## src/rtl/sdram_port_bist.sv

```systemverilog
// sdram_port_bist: write/read-back traffic generator and checker for one
// SDRAM controller client port (p0 handshake). Writes NUM_WORDS words from
// base_addr with a generated pattern, reads them back, and reports the
// mismatch count, the first failing word and any handshake timeout.
module sdram_port_bist #(
  parameter int ADDR_WIDTH     = 21,
  parameter int DATA_WIDTH     = 32,
  parameter int NUM_WORDS      = 8,
  parameter int PATTERN_MODE   = 0,
  parameter int TIMEOUT_CYCLES = 1024,
  parameter int ERR_WIDTH      = 16
) (
  input  logic                    clk,
  input  logic                    reset_n,
  input  logic                    start,
  input  logic [ADDR_WIDTH-1:0]   base_addr,
  input  logic                    init_complete,
  output logic [ADDR_WIDTH-1:0]   p0_addr,
  output logic [DATA_WIDTH-1:0]   p0_data,
  output logic [DATA_WIDTH/8-1:0] p0_byte_en,
  output logic                    p0_wr_req,
  output logic                    p0_rd_req,
  input  logic                    p0_ready,
  input  logic [DATA_WIDTH-1:0]   p0_q,
  output logic                    busy,
  output logic                    done,
  output logic                    pass,
  output logic                    timeout,
  output logic [ERR_WIDTH-1:0]    error_count,
  output logic [ADDR_WIDTH-1:0]   first_err_addr,
  output logic [DATA_WIDTH-1:0]   first_err_exp,
  output logic [DATA_WIDTH-1:0]   first_err_got
);

  localparam int BE_W   = DATA_WIDTH / 8;
  localparam int IDX_W  = (NUM_WORDS > 1) ? $clog2(NUM_WORDS) : 1;
  localparam int WCNT_W = $clog2(TIMEOUT_CYCLES + 1);
  localparam logic [31:0] LFSR_SEED = 32'h0000_ACE1;
  localparam logic [31:0] LFSR_TAPS = 32'h8020_0003;

  typedef enum logic [3:0] {
    S_IDLE, S_WAIT_INIT,
    S_WR_ISSUE, S_WR_WAIT_LO, S_WR_WAIT_HI,
    S_RD_ISSUE, S_RD_WAIT_LO, S_RD_WAIT_HI,
    S_FINISH
  } state_t;

  // Right-shifting Galois LFSR: shift out bit 0, fold taps back in when it was 1.
  function automatic logic [31:0] lfsr_step(input logic [31:0] s);
    return s[0] ? ((s >> 1) ^ LFSR_TAPS) : (s >> 1);
  endfunction

  // Data pattern for one word; the LFSR value is replicated/truncated to width.
  function automatic logic [DATA_WIDTH-1:0] pattern(input logic [ADDR_WIDTH-1:0] a,
                                                    input logic [31:0]           l,
                                                    input logic [IDX_W-1:0]      i);
    logic [DATA_WIDTH-1:0] r;
    r = '0;
    case (PATTERN_MODE)
      0:       r = DATA_WIDTH'(a);
      1:       for (int b = 0; b < DATA_WIDTH; b++) r[b] = l[b % 32];
      default: for (int b = 0; b < DATA_WIDTH; b++) r[b] = (b == (int'(i) % DATA_WIDTH));
    endcase
    return r;
  endfunction

  state_t                 state_q;
  logic [ADDR_WIDTH-1:0]  base_q, addr_q, fea_q;
  logic [DATA_WIDTH-1:0]  data_q, fee_q, feg_q;
  logic [BE_W-1:0]        be_q;
  logic                   wr_q, rd_q, busy_q, done_q, pass_q, to_q;
  logic [IDX_W-1:0]       idx_q;
  logic [31:0]            lfsr_q;
  logic [WCNT_W-1:0]      wcnt_q;
  logic [ERR_WIDTH-1:0]   err_q;

  logic                   wait_st, wait_met, to_hit, last;
  logic [DATA_WIDTH-1:0]  cur_pat, nxt_pat_d;
  logic [ADDR_WIDTH-1:0]  nxt_addr_d;
  logic [IDX_W-1:0]       nxt_idx_d;
  logic [31:0]            nxt_lfsr_d;

  // Wait-state qualifiers and the current/next word's address and pattern.
  always_comb begin
    wait_st    = (state_q == S_WR_WAIT_LO) || (state_q == S_WR_WAIT_HI) ||
                 (state_q == S_RD_WAIT_LO) || (state_q == S_RD_WAIT_HI);
    wait_met   = ((state_q == S_WR_WAIT_LO) || (state_q == S_RD_WAIT_LO)) ? !p0_ready : p0_ready;
    to_hit     = (wcnt_q == WCNT_W'(TIMEOUT_CYCLES - 1));
    last       = (idx_q == IDX_W'(NUM_WORDS - 1));
    cur_pat    = pattern(addr_q, lfsr_q, idx_q);
    nxt_addr_d = addr_q + ADDR_WIDTH'(1);
    nxt_idx_d  = idx_q + IDX_W'(1);
    nxt_lfsr_d = lfsr_step(lfsr_q);
    nxt_pat_d  = pattern(nxt_addr_d, nxt_lfsr_d, nxt_idx_d);
  end

  // Run sequencer; request outputs are registered and set on entry to the issue states.
  always_ff @(posedge clk) begin
    if (!reset_n) begin
      state_q <= S_IDLE;
      base_q  <= '0;
      addr_q  <= '0;
      data_q  <= '0;
      be_q    <= '0;
      wr_q    <= 1'b0;
      rd_q    <= 1'b0;
      idx_q   <= '0;
      lfsr_q  <= LFSR_SEED;
      wcnt_q  <= '0;
      busy_q  <= 1'b0;
      done_q  <= 1'b0;
      pass_q  <= 1'b0;
      to_q    <= 1'b0;
      err_q   <= '0;
      fea_q   <= '0;
      fee_q   <= '0;
      feg_q   <= '0;
    end else begin
      case (state_q)
        S_IDLE: if (start) begin
          base_q  <= base_addr;
          addr_q  <= base_addr;
          idx_q   <= '0;
          lfsr_q  <= LFSR_SEED;
          done_q  <= 1'b0;
          pass_q  <= 1'b0;
          to_q    <= 1'b0;
          err_q   <= '0;
          fea_q   <= '0;
          fee_q   <= '0;
          feg_q   <= '0;
          busy_q  <= 1'b1;
          state_q <= S_WAIT_INIT;
        end
        S_WAIT_INIT: if (init_complete && p0_ready) begin
          wr_q    <= 1'b1;
          be_q    <= '1;
          data_q  <= cur_pat;
          state_q <= S_WR_ISSUE;
        end
        S_WR_ISSUE: begin
          wr_q    <= 1'b0;
          wcnt_q  <= '0;
          state_q <= S_WR_WAIT_LO;
        end
        S_WR_WAIT_LO: if (wait_met) begin
          wcnt_q  <= '0;
          state_q <= S_WR_WAIT_HI;
        end
        S_WR_WAIT_HI: if (wait_met) begin
          if (last) begin
            // Rewind and reseed so the read pass regenerates the written sequence.
            idx_q   <= '0;
            lfsr_q  <= LFSR_SEED;
            addr_q  <= base_q;
            rd_q    <= 1'b1;
            state_q <= S_RD_ISSUE;
          end else begin
            idx_q   <= nxt_idx_d;
            lfsr_q  <= nxt_lfsr_d;
            addr_q  <= nxt_addr_d;
            data_q  <= nxt_pat_d;
            wr_q    <= 1'b1;
            state_q <= S_WR_ISSUE;
          end
        end
        S_RD_ISSUE: begin
          rd_q    <= 1'b0;
          wcnt_q  <= '0;
          state_q <= S_RD_WAIT_LO;
        end
        S_RD_WAIT_LO: if (wait_met) begin
          wcnt_q  <= '0;
          state_q <= S_RD_WAIT_HI;
        end
        S_RD_WAIT_HI: if (wait_met) begin
          if (p0_q != cur_pat) begin
            if (err_q != '1) err_q <= err_q + ERR_WIDTH'(1);
            if (err_q == '0) begin
              fea_q <= addr_q;
              fee_q <= cur_pat;
              feg_q <= p0_q;
            end
          end
          if (last) begin
            be_q    <= '0;
            state_q <= S_FINISH;
          end else begin
            idx_q   <= nxt_idx_d;
            lfsr_q  <= nxt_lfsr_d;
            addr_q  <= nxt_addr_d;
            rd_q    <= 1'b1;
            state_q <= S_RD_ISSUE;
          end
        end
        S_FINISH: begin
          busy_q  <= 1'b0;
          done_q  <= 1'b1;
          pass_q  <= (err_q == '0) && !to_q;
          state_q <= S_IDLE;
        end
        default: state_q <= S_IDLE;
      endcase

      // Wait-state watchdog: count unmet cycles, abort the run when the budget runs out.
      if (wait_st && !wait_met) begin
        if (to_hit) begin
          to_q    <= 1'b1;
          wr_q    <= 1'b0;
          rd_q    <= 1'b0;
          be_q    <= '0;
          state_q <= S_FINISH;
        end else begin
          wcnt_q  <= wcnt_q + WCNT_W'(1);
        end
      end
    end
  end

  assign p0_addr        = addr_q;
  assign p0_data        = data_q;
  assign p0_byte_en     = be_q;
  assign p0_wr_req      = wr_q;
  assign p0_rd_req      = rd_q;
  assign busy           = busy_q;
  assign done           = done_q;
  assign pass           = pass_q;
  assign timeout        = to_q;
  assign error_count    = err_q;
  assign first_err_addr = fea_q;
  assign first_err_exp  = fee_q;
  assign first_err_got  = feg_q;

endmodule
```

## config.mk

```make
export PLATFORM = sky130hd
export DESIGN_NAME = sdram_port_bist
export DESIGN_NICKNAME = d
export VERILOG_FILES = /design/src/rtl/sdram_port_bist.sv
export SDC_FILE = /design/constraint.sdc
export NUM_CORES = 1
export LEC_CHECK = 0
export ABC_AREA = 1
export BUFFER_PORTS_ARGS = -buffer_cell sky130_fd_sc_hd__buf_2
export CORE_MARGIN = 2
export CORE_UTILIZATION = 30
export CTS_BUF_LIST = sky130_fd_sc_hd__clkbuf_8
export DETAILED_ROUTE_END_ITERATION = 8
export SYNTH_ARGS = -nofsm -noshare
export SYNTH_HDL_FRONTEND = slang
export SYNTH_SLANG_ARGS = --single-unit
export TNS_END_PERCENT = 50
```

## constraint.sdc

```tcl
create_clock -name clk -period 1.67 [get_ports clk]
set_input_delay 0.0835 -clock clk [delete_from_list [all_inputs] [get_ports clk]]
set_output_delay 0.0835 -clock clk [all_outputs]
set_load 0.02 [all_outputs]
```

Word level (Yosys, flattened, before mapping)
Index checks and enable logic that the tools add are counted.
W data, S select, Z words.
{"block": "totals", "input_bits": 58, "regBits": 203}
{"block": "op_classes", "addsub": 4, "n_mux": 79, "eq_ne": 21, "reduce_logical": 24}
{"operator": "$mux W32", "count": 10}
{"operator": "$pmux W32 S2", "count": 3}
{"operator": "$mux W21", "count": 9}
{"operator": "$mux W16", "count": 4}
{"operator": "$pmux W21 S3", "count": 1}
{"operator": "$mux W4", "count": 14}
{"operator": "$pmux W21 S2", "count": 1}
{"operator": "$mux W11", "count": 3}
{"operator": "$ne A32 B21 Y1", "count": 1}
{"operator": "$pmux W16 S2", "count": 1}
{"operator": "$pmux W4 S8", "count": 1}
{"operator": "$pmux W11 S2", "count": 1}
{"operator": "$add A21 B1 Y21 const B", "count": 1}
{"operator": "$mux W1", "count": 18}
{"operator": "$mux W3", "count": 6}
{"operator": "$add A16 B1 Y16 const B", "count": 1}
{"operator": "$eq A4 B3 Y1 const B", "count": 4}
{"operator": "$logic_not A16 Y1", "count": 1}
{"operator": "$ne A16 B16 Y1 const B", "count": 1}
{"operator": "$reduce_and A5 Y1", "count": 3}
{"operator": "$ne A2 B2 Y1 const B", "count": 6}
{"operator": "$add A11 B1 Y11 const B", "count": 1}
{"operator": "$eq A11 B10 Y1 const B", "count": 1}
{"operator": "$pmux W3 S3", "count": 1}
{"operator": "18 further kinds", "count": 35}

Depth between registers and ports, before layout
Gate-level depths: netlist of the first run.
{"block": "depth", "ltp_word": 7, "mapped_depth": 14, "mapped_depth_nobuf": 13}

Least setup slack after synthesis of the first run
OpenSTA, ideal clock, no wires.
{"block": "synth_timing", "kind": "reg2reg", "from": "reg err_q[0] (netlist: error_count[0])", "to": "reg err_q[6] (netlist: error_count[6])", "path_buffers": 1, "setup_slack_ns": -0.289, "stages_incl_launch_ff": 11, "synth_period_minus_slack_ns": 1.959, "t_arrival_ns": 1.889, "path_cell_list": "dfxtp_1 ha_1 nand2_1 nor2_1 nand3_1 o21ai_0 nor2_4 nand2_2 buf_6 nand2_1 a21oi_1"}
{"block": "synth_via", "elab_chain_len": 5}
{"item": "start, declared", "line_no": "75", "source": "logic [ERR_WIDTH-1:0] err_q;"}
{"item": "start signal, assigned", "line_no": "178", "source": "if (err_q != '1) err_q <= err_q + ERR_WIDTH'(1);"}
{"item": "$add A16 B1 Y16", "line_no": "178"}
{"item": "$mux W16", "line_no": "178"}
{"item": "$mux W16", "line_no": "177", "source": "if (p0_q != cur_pat) begin"}
{"item": "$mux W16", "line_no": "176", "source": "S_RD_WAIT_HI: if (wait_met) begin"}
{"item": "$pmux W16 S2", "line_no": "119", "source": "case (state_q)"}
Parallel ways exist; a longest one is shown, timed or not. The select of a mux whose other input is x is not followed.
A chain may end at the register's enable or synchronous reset.

Worst setup path after layout of the first run
{"block": "layout_timing", "from": "reg state_q[1]", "to": "reg fee_q[7] (netlist: first_err_exp[7])"}
{"block": "layout_via", "elab_chain_len": 5}
{"item": "start, declared", "line_no": "67", "source": "state_t state_q;"}
{"item": "start signal, assigned", "line_no": "100", "source": "state_q <= S_IDLE;"}
{"item": "start signal, assigned", "line_no": "133", "source": "state_q <= S_WAIT_INIT;"}
{"item": "start signal, assigned", "line_no": "139", "source": "state_q <= S_WR_ISSUE;"}
{"item": "$eq A4 B2 Y1 / $eq A4 B3 Y1 (equally long branches)", "line_no": "87", "source": "wait_met = ((state_q == S_WR_WAIT_LO) || (state_q == S_RD_WAIT_LO)) ? !p0_ready : p0_ready;"}
{"item": "$logic_or A1 B1 Y1", "line_no": "87"}
{"item": "$mux W1", "line_no": "87"}
{"item": "$ne A2 B2 Y1 (no source line)"}
{"item": "$reduce_and A5 Y1 (no source line)"}
{"item": "end signal, assigned", "line_no": "181", "source": "fee_q <= cur_pat;"}
{"item": "end, declared", "line_no": "69", "source": "logic [DATA_WIDTH-1:0] data_q, fee_q, feg_q;"}
Parallel ways exist; a longest one is shown, timed or not.

==> results of run 1 <==
[tightest hold or removal path, stage by stage]
cell	delay [ns]
sky130_fd_sc_hd__buf_2	0.09
sky130_fd_sc_hd__nand3_1	0.18
sky130_fd_sc_hd__nand2_1	0.19
sky130_fd_sc_hd__nor2_1	0.06
[cells in the mapped netlist, types with 20 or more instances]
cell / n / share of area, %
sky130_fd_sc_hd__nand2_1: 358 / 15
sky130_fd_sc_hd__xor2_1: 22 / 2.2
sky130_fd_sc_hd__buf_2: 20 / 1.1
sky130_fd_sc_hd__clkbuf_1: 48 / 2.0
sky130_fd_sc_hd__nor3_1: 21 / 1.2
sky130_fd_sc_hd__buf_4: 50 / 4.2
sky130_fd_sc_hd__nand3_1: 130 / 7.3
sky130_fd_sc_hd__dfxtp_1: 160 / 36
sky130_fd_sc_hd__o21ai_0: 84 / 4.7
sky130_fd_sc_hd__inv_1: 102 / 4.3
sky130_fd_sc_hd__nor2_1: 192 / 8.0
sky130_fd_sc_hd__a21oi_1: 144 / 8.0
[worst paths after layout]
check | to | slack, ns | cells past startpoint
worst min-delay path | error_count[1]$_SDFFE_PN0P_ | 0.16 | 4
worst max-delay path | first_err_exp[7]$_SDFFE_PN0P_ | -0.23 | 13
worst min register to register | base_q[14]$_SDFFE_PN0P_ | 0.45 | 2
worst max register to register | first_err_exp[7]$_SDFFE_PN0P_ | -0.23 | 13
[power breakdown]
| group | internal [mW] | switching, mW | leakage, nW |
|---|---|---|---|
| registers | 4.16 | 0.260 | 1.32 |
| logic | 1.66 | 2.22 | 4.85 |
| clock network | 1.38 | 1.71 | 0.210 |
| total | 7.20 | 4.18 | 6.38 |
[logic make-up (layout without fill, tap and decap cells)]
family          Yosys count  count (layout)
other cells               1              23
simple gates            724             726
flops                   160             160
fa+ha+maj                 6               6
buf+inv                 230             585
xor+xnor                 34              34
compound gates          253             253
[layout by cell type, fill, tap and decap left out, types with 54 or more instances in the layout]
| cell type | n |
|---|---|
| sky130_fd_sc_hd__nand3_1 | 93 |
| sky130_fd_sc_hd__buf_4 | 142 |
| sky130_fd_sc_hd__dfxtp_1 | 138 |
| sky130_fd_sc_hd__o21ai_0 | 67 |
| sky130_fd_sc_hd__inv_1 | 92 |
| sky130_fd_sc_hd__nand2_1 | 329 |
| sky130_fd_sc_hd__dlygate4sd3_1 | 54 |
| sky130_fd_sc_hd__buf_2 | 198 |
| sky130_fd_sc_hd__a21oi_1 | 99 |
| sky130_fd_sc_hd__nor2_1 | 171 |
[sequential cells by signal, indices dropped and copies added (netlist names)]
signal / cells
base_q: 21
busy: 1
done: 1
error_count: 16
first_err_exp: 21
first_err_got: 32
idx_q: 3
p0_addr: 21
p0_byte_en: 4
p0_data: 21
p0_rd_req: 1
p0_wr_req: 1
pass: 1
state_q: 4
timeout: 1
wcnt_q: 11
[layout make-up]
class / instances / share of cell area [%]
Clock buffer: 17 / 1.71
Timing Repair Buffer: 447 / 26.3
Sequential cell: 160 / 23.8
Multi-Input combinational cell: 1041 / 40.3
Inverter: 106 / 3.04
Antenna cell: 1 / 0.0183
Tap cell: 390 / 3.58
Clock inverter: 15 / 1.29
[per-stage QoR]
stage               utilization (%)  power [mW]  area (um2)  worst slack, ns
finish                         46.2        11.4       13600           -0.226
global route                   46.2        11.9       13600           -0.314
CTS                            43.0        10.9       12700           -0.107
detailed placement             37.8        7.49       11200           -0.294
global placement               37.8        7.45       11200           -0.266
floorplan                         -        6.38        9180          -0.0140
[layer usage]
| metal | vias to the layer above | global-route usage (%) | routed length (um) |
|---|---|---|---|
| met5 | - | 0 | 0 |
| li1 | 5207 | - | - |
| met4 | 0 | 6.06 | 908 |
| met3 | 61 | 4.27 | 2410 |
| met1 | 4912 | 26.6 | 15100 |
| met2 | 424 | 33.7 | 16500 |
[timing repair]
action                                  CTS  global route
endpoints found under the setup margin  135           134
cloned                                    5            17
hold endpoints to repair                 65             0
hold buffers                             54             0
pin swaps                                19            32
setup buffers                            13             6
gates resized for setup                 113           141
==> run summary, run 1 <==
Fillers - 2945
Number of H-tree levels - 4
Cell Pwr Density - 834 nW/um2
Final hold viol count - 0
GRT Util Overall - 20.4%
Max-cap viol count - 0
Port-buffer cells - 199
Via-to-Cell Ratio - 4.87
Number of global-route vias before repair - 9430
Kind of end point of the critical path - flop
Maximum clock insertion buffer count - 2
Clock tree from TritonCTS - built
Simple-Gate Fraction of Synth Area - 33.2%
Hold WC Path Type - input pin to flop
CP Buf/Inv Count - 3
FMAX - 0.527 GHz
Multiplexer area fraction after synthesis - 0%
Share of the synthesized area in compound gates (AO/OA/AOI/OAI) - 14.5%
Share of flip-flops with an asynchronous set or reset after synthesis - 0%
Number of antenna violations at the first check in global routing - 1
DIE WIDTH - 177 um
Via total after detailed routing - 10600
CP peak stage delay - 0.41 ns
Combined area of the multi-input logic cells - 5500 um2
Setup crit start kind - flop
Average wire length per cell after detail routing - 16.0 um
Detailed Routing Iterations Pass 1 - 7
Mean Syn Cell Area - 6.36 um2
Syn Inst Count - 1408
Status - finished, violations left
Origin of the critical flop-to-flop path - state_q[1]$_SDFF_PN0_
Warnings from Yosys - 0
Register cell area after layout - 3250 um2
Required time of the critical path - 2.04 ns
Post-Synth Adder-Cell Area - 0.838%
Post-CTS clock slew at the launch and capture registers of the worst setup and hold paths - 0.10 ns
Maximum number of pins on one net before global-route repair - 58
Initial core utilization - 30.3%
Area growth, synth to finish - 52.3%
Overflow left after global routing - 0
Final min period - 1.90 ns
XOR/XNOR share of the synthesized area - 3.32%
CP top delay family - simple AND/OR/NAND/NOR gates
Number of endpoints failing setup at the final stage - 101
Largest vdd supply drop - 428 uV
Worst EP arrival - 2.27 ns
Final sum of negative setup slack - -14.22 ns
DP HPWL - 23400 um
Total length of routed wires - 34900 um
Post-synthesis sequential area ratio - 35.7%
Final nets - 1837
Total I/O pin count - 222
Initial drt markers - 862
Core box area - 29600 um2
Number of clock buffers inserted by TritonCTS - 17
Unique cell type count in the Yosys netlist - 34
Number of slew-limit violations in the final report - 0
Final setup skew - 0.0223 ns
Die height - 177 um
Remaining antenna violation count after routing - 0
Row count - 63
Worst-case setup margin in the final layout - -0.226 ns
Combinational family with the most area after synthesis - simple AND/OR/NAND/NOR gates
Final worst path period share - 114%
Cell at the slowest stage of the critical path - sky130_fd_sc_hd__dfxtp_4
First element of the critical path - state_q[1]$_SDFF_PN0_
Number of placed instances with taps included - 2049
Setup Crit Path Kind - flop to flop
Maximum fanout count along the critical path - 6
Setup repair after global routing missed its margin - true
Clk root buf - sky130_fd_sc_hd__clkbuf_8
Violations in the final reports - setup timing
Leakage Power - 6.38 nW
Global-route wire length before repair - 50400 um
Worst hold-check slack - 0.159 ns
Worst hold path startpoint - start
Proportion of layout cells with a drive suffix above 1 - 35.0%
Number of sinks handled by clock tree synthesis - 160
Area of the mapped netlist - 8960 um2
Cell with the most instances on the worst path - sky130_fd_sc_hd__nand2_2
Routability congestion estimate - 0.900
Prevailing post-synth register cell - sky130_fd_sc_hd__dfxtp_1
Total DRC errors in the routed layout - 0
Full die area - 31300 um2
Synth Register Bits - 160
Number of enable flip-flop cells after synthesis - 0
CP cell instances - inv_4 > nor2_4 > nand2_2 > nand2_2 > nand2_2 > nand3_4 > nand2_4 > nor2_4 > buf_12 > clkbuf_16 > nand3_2 > nand2_1 > nor2_1
Non-Filler Instances - 2177
Clk_lat worst skew - 0.48 ns
No activity file was read; power rests on OpenSTA's default activity.
==> inputs of run 2 (changes only) <==
REMOVE_ABC_BUFFERS = 1   (was unset)
==> run summary, run 2 (synthesis gave the netlist of run 1 again) <==
Leakage Power - 6.27 nW (-1.8%)
Total DRC errors in the routed layout - 0 (unchanged)
Worst hold-check slack - 0.0475 ns (-0.111 ns)
Final Cell Area - 13500 um2 (-1.0%)
Via-to-Cell Ratio - 4.74 (-2.8%)
Worst EP arrival - 2.26 ns (about the same)
Largest vdd supply drop - 494 uV (+16%)
Leading cell type in the layout, fill and taps excluded - sky130_fd_sc_hd__nand2_1
Met1 demand-to-capacity share in global routing - 25.5% (-1.0 points)
Initial core utilization - 30.3% (unchanged)
Row count - 63 (unchanged)
Routability congestion estimate - 0.938 (+4.2%)
Area growth, synth to finish - 50.7%
Fillers - 3004 (+2.0%)
Final worst path period share - 113% (-0.97 points)
Largest register FFs - 32 (unchanged)
Number of endpoints failing setup at the final stage - 117 (+16%)
Comb power frac - 34.3% (+0.2 points)
Maximum number of pins on one net before global-route repair - 68 (+17%)
Core box area - 29600 um2 (unchanged)
Final hold viol count - 0 (unchanged)
Average wire length per cell after detail routing - 15.1 um (-5.8%)
Placed standard-cell area - 11200 um2 (+0.36%)
Setup Crit Path Kind - flop to flop
Net switching power of the design - 3.96 mW (-5.4%)
FMAX - 0.532 GHz (+0.86%)
Busiest layer in global routing - met2
Number of slew-limit violations in the final report - 0 (unchanged)
DP HPWL - 22400 um (-4.3%)
Maximum clock insertion buffer count - 2 (unchanged)
Most used cells in the layout excluding fill and tap cells - sky130_fd_sc_hd__nand2_1, sky130_fd_sc_hd__buf_2, sky130_fd_sc_hd__nor2_1
Status - finished, violations left
Initial drt markers - 631 (-27%)
Final min period - 1.88 ns (-0.0162 ns)
Switching power as a share of total power - 35.4% (-1.3 points)
Number of clock buffers inserted by TritonCTS - 17 (unchanged)
Post-CTS clock slew at the launch and capture registers of the worst setup and hold paths - 0.09 ns (about the same)
Cell Pwr Density - 828 nW/um2 (-0.77%)
Setup repair after global routing missed its margin - true
Worst-case setup margin in the final layout - -0.210 ns (+0.0162 ns)
P_int - 7.23 mW (+0.30%)
Max-cap viol count - 0 (unchanged)
Port-buffer cells - 199 (unchanged)
Total I/O pin count - 222 (unchanged)
Clk root buf - sky130_fd_sc_hd__clkbuf_8
Final setup skew - 0.0113 ns (-0.0110 ns)
Number of H-tree levels - 4 (unchanged)
Via total after detailed routing - 10300 (-2.5%)
Violations in the final reports - setup timing
Worst slack at placement - -0.386 ns (-0.0920 ns)
Detailed Routing Iterations Pass 1 - 5 (-2)
Global-route met3 utilization - 3.41% (-0.86 points)
Required time of the critical path - 2.05 ns (about the same)
Clock tree from TritonCTS - built
Global-route wire length before repair - 49400 um (-2.1%)
Overflow left after global routing - 0 (unchanged)
Proportion of layout cells with a drive suffix above 1 - 33.8% (-1.2 points)
Kind of end point of the critical path - flop
Number of global-route vias before repair - 9362 (-0.72%)
Global-route track usage on met2 - 33.6% (-0.11 points)
Number of antenna violations at the first check in global routing - 1 (unchanged)
Remaining antenna violation count after routing - 0 (unchanged)
Die height - 177 um (unchanged)
Number of sinks handled by clock tree synthesis - 160 (unchanged)
Final sum of negative setup slack - -15.64 ns (-1.42 ns)
Total length of routed wires - 33000 um (-5.5%)
Full die area - 31300 um2 (unchanged)
Hold WC Path Type - input pin to flop
Setup crit start kind - flop
Maximum fanout count along the critical path - 8 (+2)
Clk_lat worst skew - 0.48 ns (about the same)
Clock network fraction of design power - 26.3% (-0.8 points)
DIE WIDTH - 177 um (unchanged)
GRT Util Overall - 20.0% (-0.38 points)
Part of the power in registers - 39.3% (+0.5 points)
Final nets - 1842 (+0.27%)
==> run 2: changes by cell type in the layout (fill, tap and decap cells not counted), moves of 4 or more <==
cell                         change
sky130_fd_sc_hd__inv_4           -4
sky130_fd_sc_hd__nor2_1          -4
sky130_fd_sc_hd__nand3_1        +21
sky130_fd_sc_hd__clkbuf_16       -6
sky130_fd_sc_hd__buf_4           +9
sky130_fd_sc_hd__dfxtp_2         -4
sky130_fd_sc_hd__nand3_2        -21
sky130_fd_sc_hd__clkinvlp_4      +4
sky130_fd_sc_hd__a21oi_2         -7
sky130_fd_sc_hd__a21oi_1         +4
sky130_fd_sc_hd__dfxtp_1         +7
==> run 2: per-layer routing <==
metal | share of wire, % | up-vias
met5 | 0 | -
li1 | - | 5199
met4 | 2.4 | 0
met2 | 48 | 325
met3 | 5.4 | 48
met1 | 44 | 4762
==> run 2: final timing paths <==
| path | from | to | slack, ns | depth (start not counted) |
|---|---|---|---|---|
| worst max-delay path | state_q[1]$_SDFF_PN0_ | first_err_got[8]$_SDFFE_PN0P_ | -0.21 | 14 |
| worst min-delay path | p0_q[21] | first_err_got[21]$_SDFFE_PN0P_ | 0.05 | 6 |
| worst max register to register | state_q[1]$_SDFF_PN0_ | first_err_got[8]$_SDFFE_PN0P_ | -0.21 | 14 |
| worst min register to register | base_q[13]$_SDFFE_PN0P_ | base_q[13]$_SDFFE_PN0P_ | 0.45 | 2 |
==> run 2: power groups by stage <==
| stage | registers [mW] | logic (mW) | clock network [mW] |
|---|---|---|---|
| floorplan | 4.89 | 1.20 | 0 |
| global placement | 4.45 | 3.00 | 0 |
| detailed placement | 4.46 | 3.02 | 0 |
| CTS | 4.38 | 3.35 | 3.03 |
| global route | 4.44 | 4.16 | 3.18 |
| finish | 4.40 | 3.84 | 2.94 |
==> run 2: what timing repair did <==
action	CTS	global route
hold endpoints to repair	64	0
gates resized for setup	83	180
cloned	6	7
pin swaps	14	59
setup endpoints to repair	134	136
hold buffers	52	0
buffers inserted	12	15
==> run 2: cell type report <==
cell class | instances | area [um2] | area share, %
diodes | 1 | 2.50 | 0.0185
clock buffers | 18 | 248 | 1.83
clock inverters | 14 | 140 | 1.04
inverters | 106 | 409 | 3.03
multi-input cells | 1039 | 5420 | 40.2
flip-flops and latches | 160 | 3230 | 23.9
well taps | 390 | 488 | 3.61
repair buffers | 454 | 3560 | 26.4
==> run 2: metrics by stage <==
stage	std cells	power [mW]	utilization, %
after floorplan	1305	6.09	-
after global placement	2061	7.44	37.9
after detailed placement	2061	7.48	37.9
after CTS	2163	10.8	42.8
after global routing	2182	11.8	45.7
final	2182	11.2	45.7
==> run 2: critical path: stages, from the launching register on <==
cell,delay (ns)
sky130_fd_sc_hd__dfxtp_4,0.40
sky130_fd_sc_hd__inv_1,0.09
sky130_fd_sc_hd__nor2_4,0.13
sky130_fd_sc_hd__nand2_2,0.09
sky130_fd_sc_hd__nand2_2,0.09
sky130_fd_sc_hd__nand2_2,0.08
sky130_fd_sc_hd__nand3_4,0.08
sky130_fd_sc_hd__nand2_4,0.06
sky130_fd_sc_hd__nor2_4,0.12
sky130_fd_sc_hd__buf_6,0.11
sky130_fd_sc_hd__buf_12,0.15
sky130_fd_sc_hd__clkbuf_16,0.16
sky130_fd_sc_hd__nand3_1,0.07
sky130_fd_sc_hd__nand2_1,0.08
sky130_fd_sc_hd__nor2_1,0.04
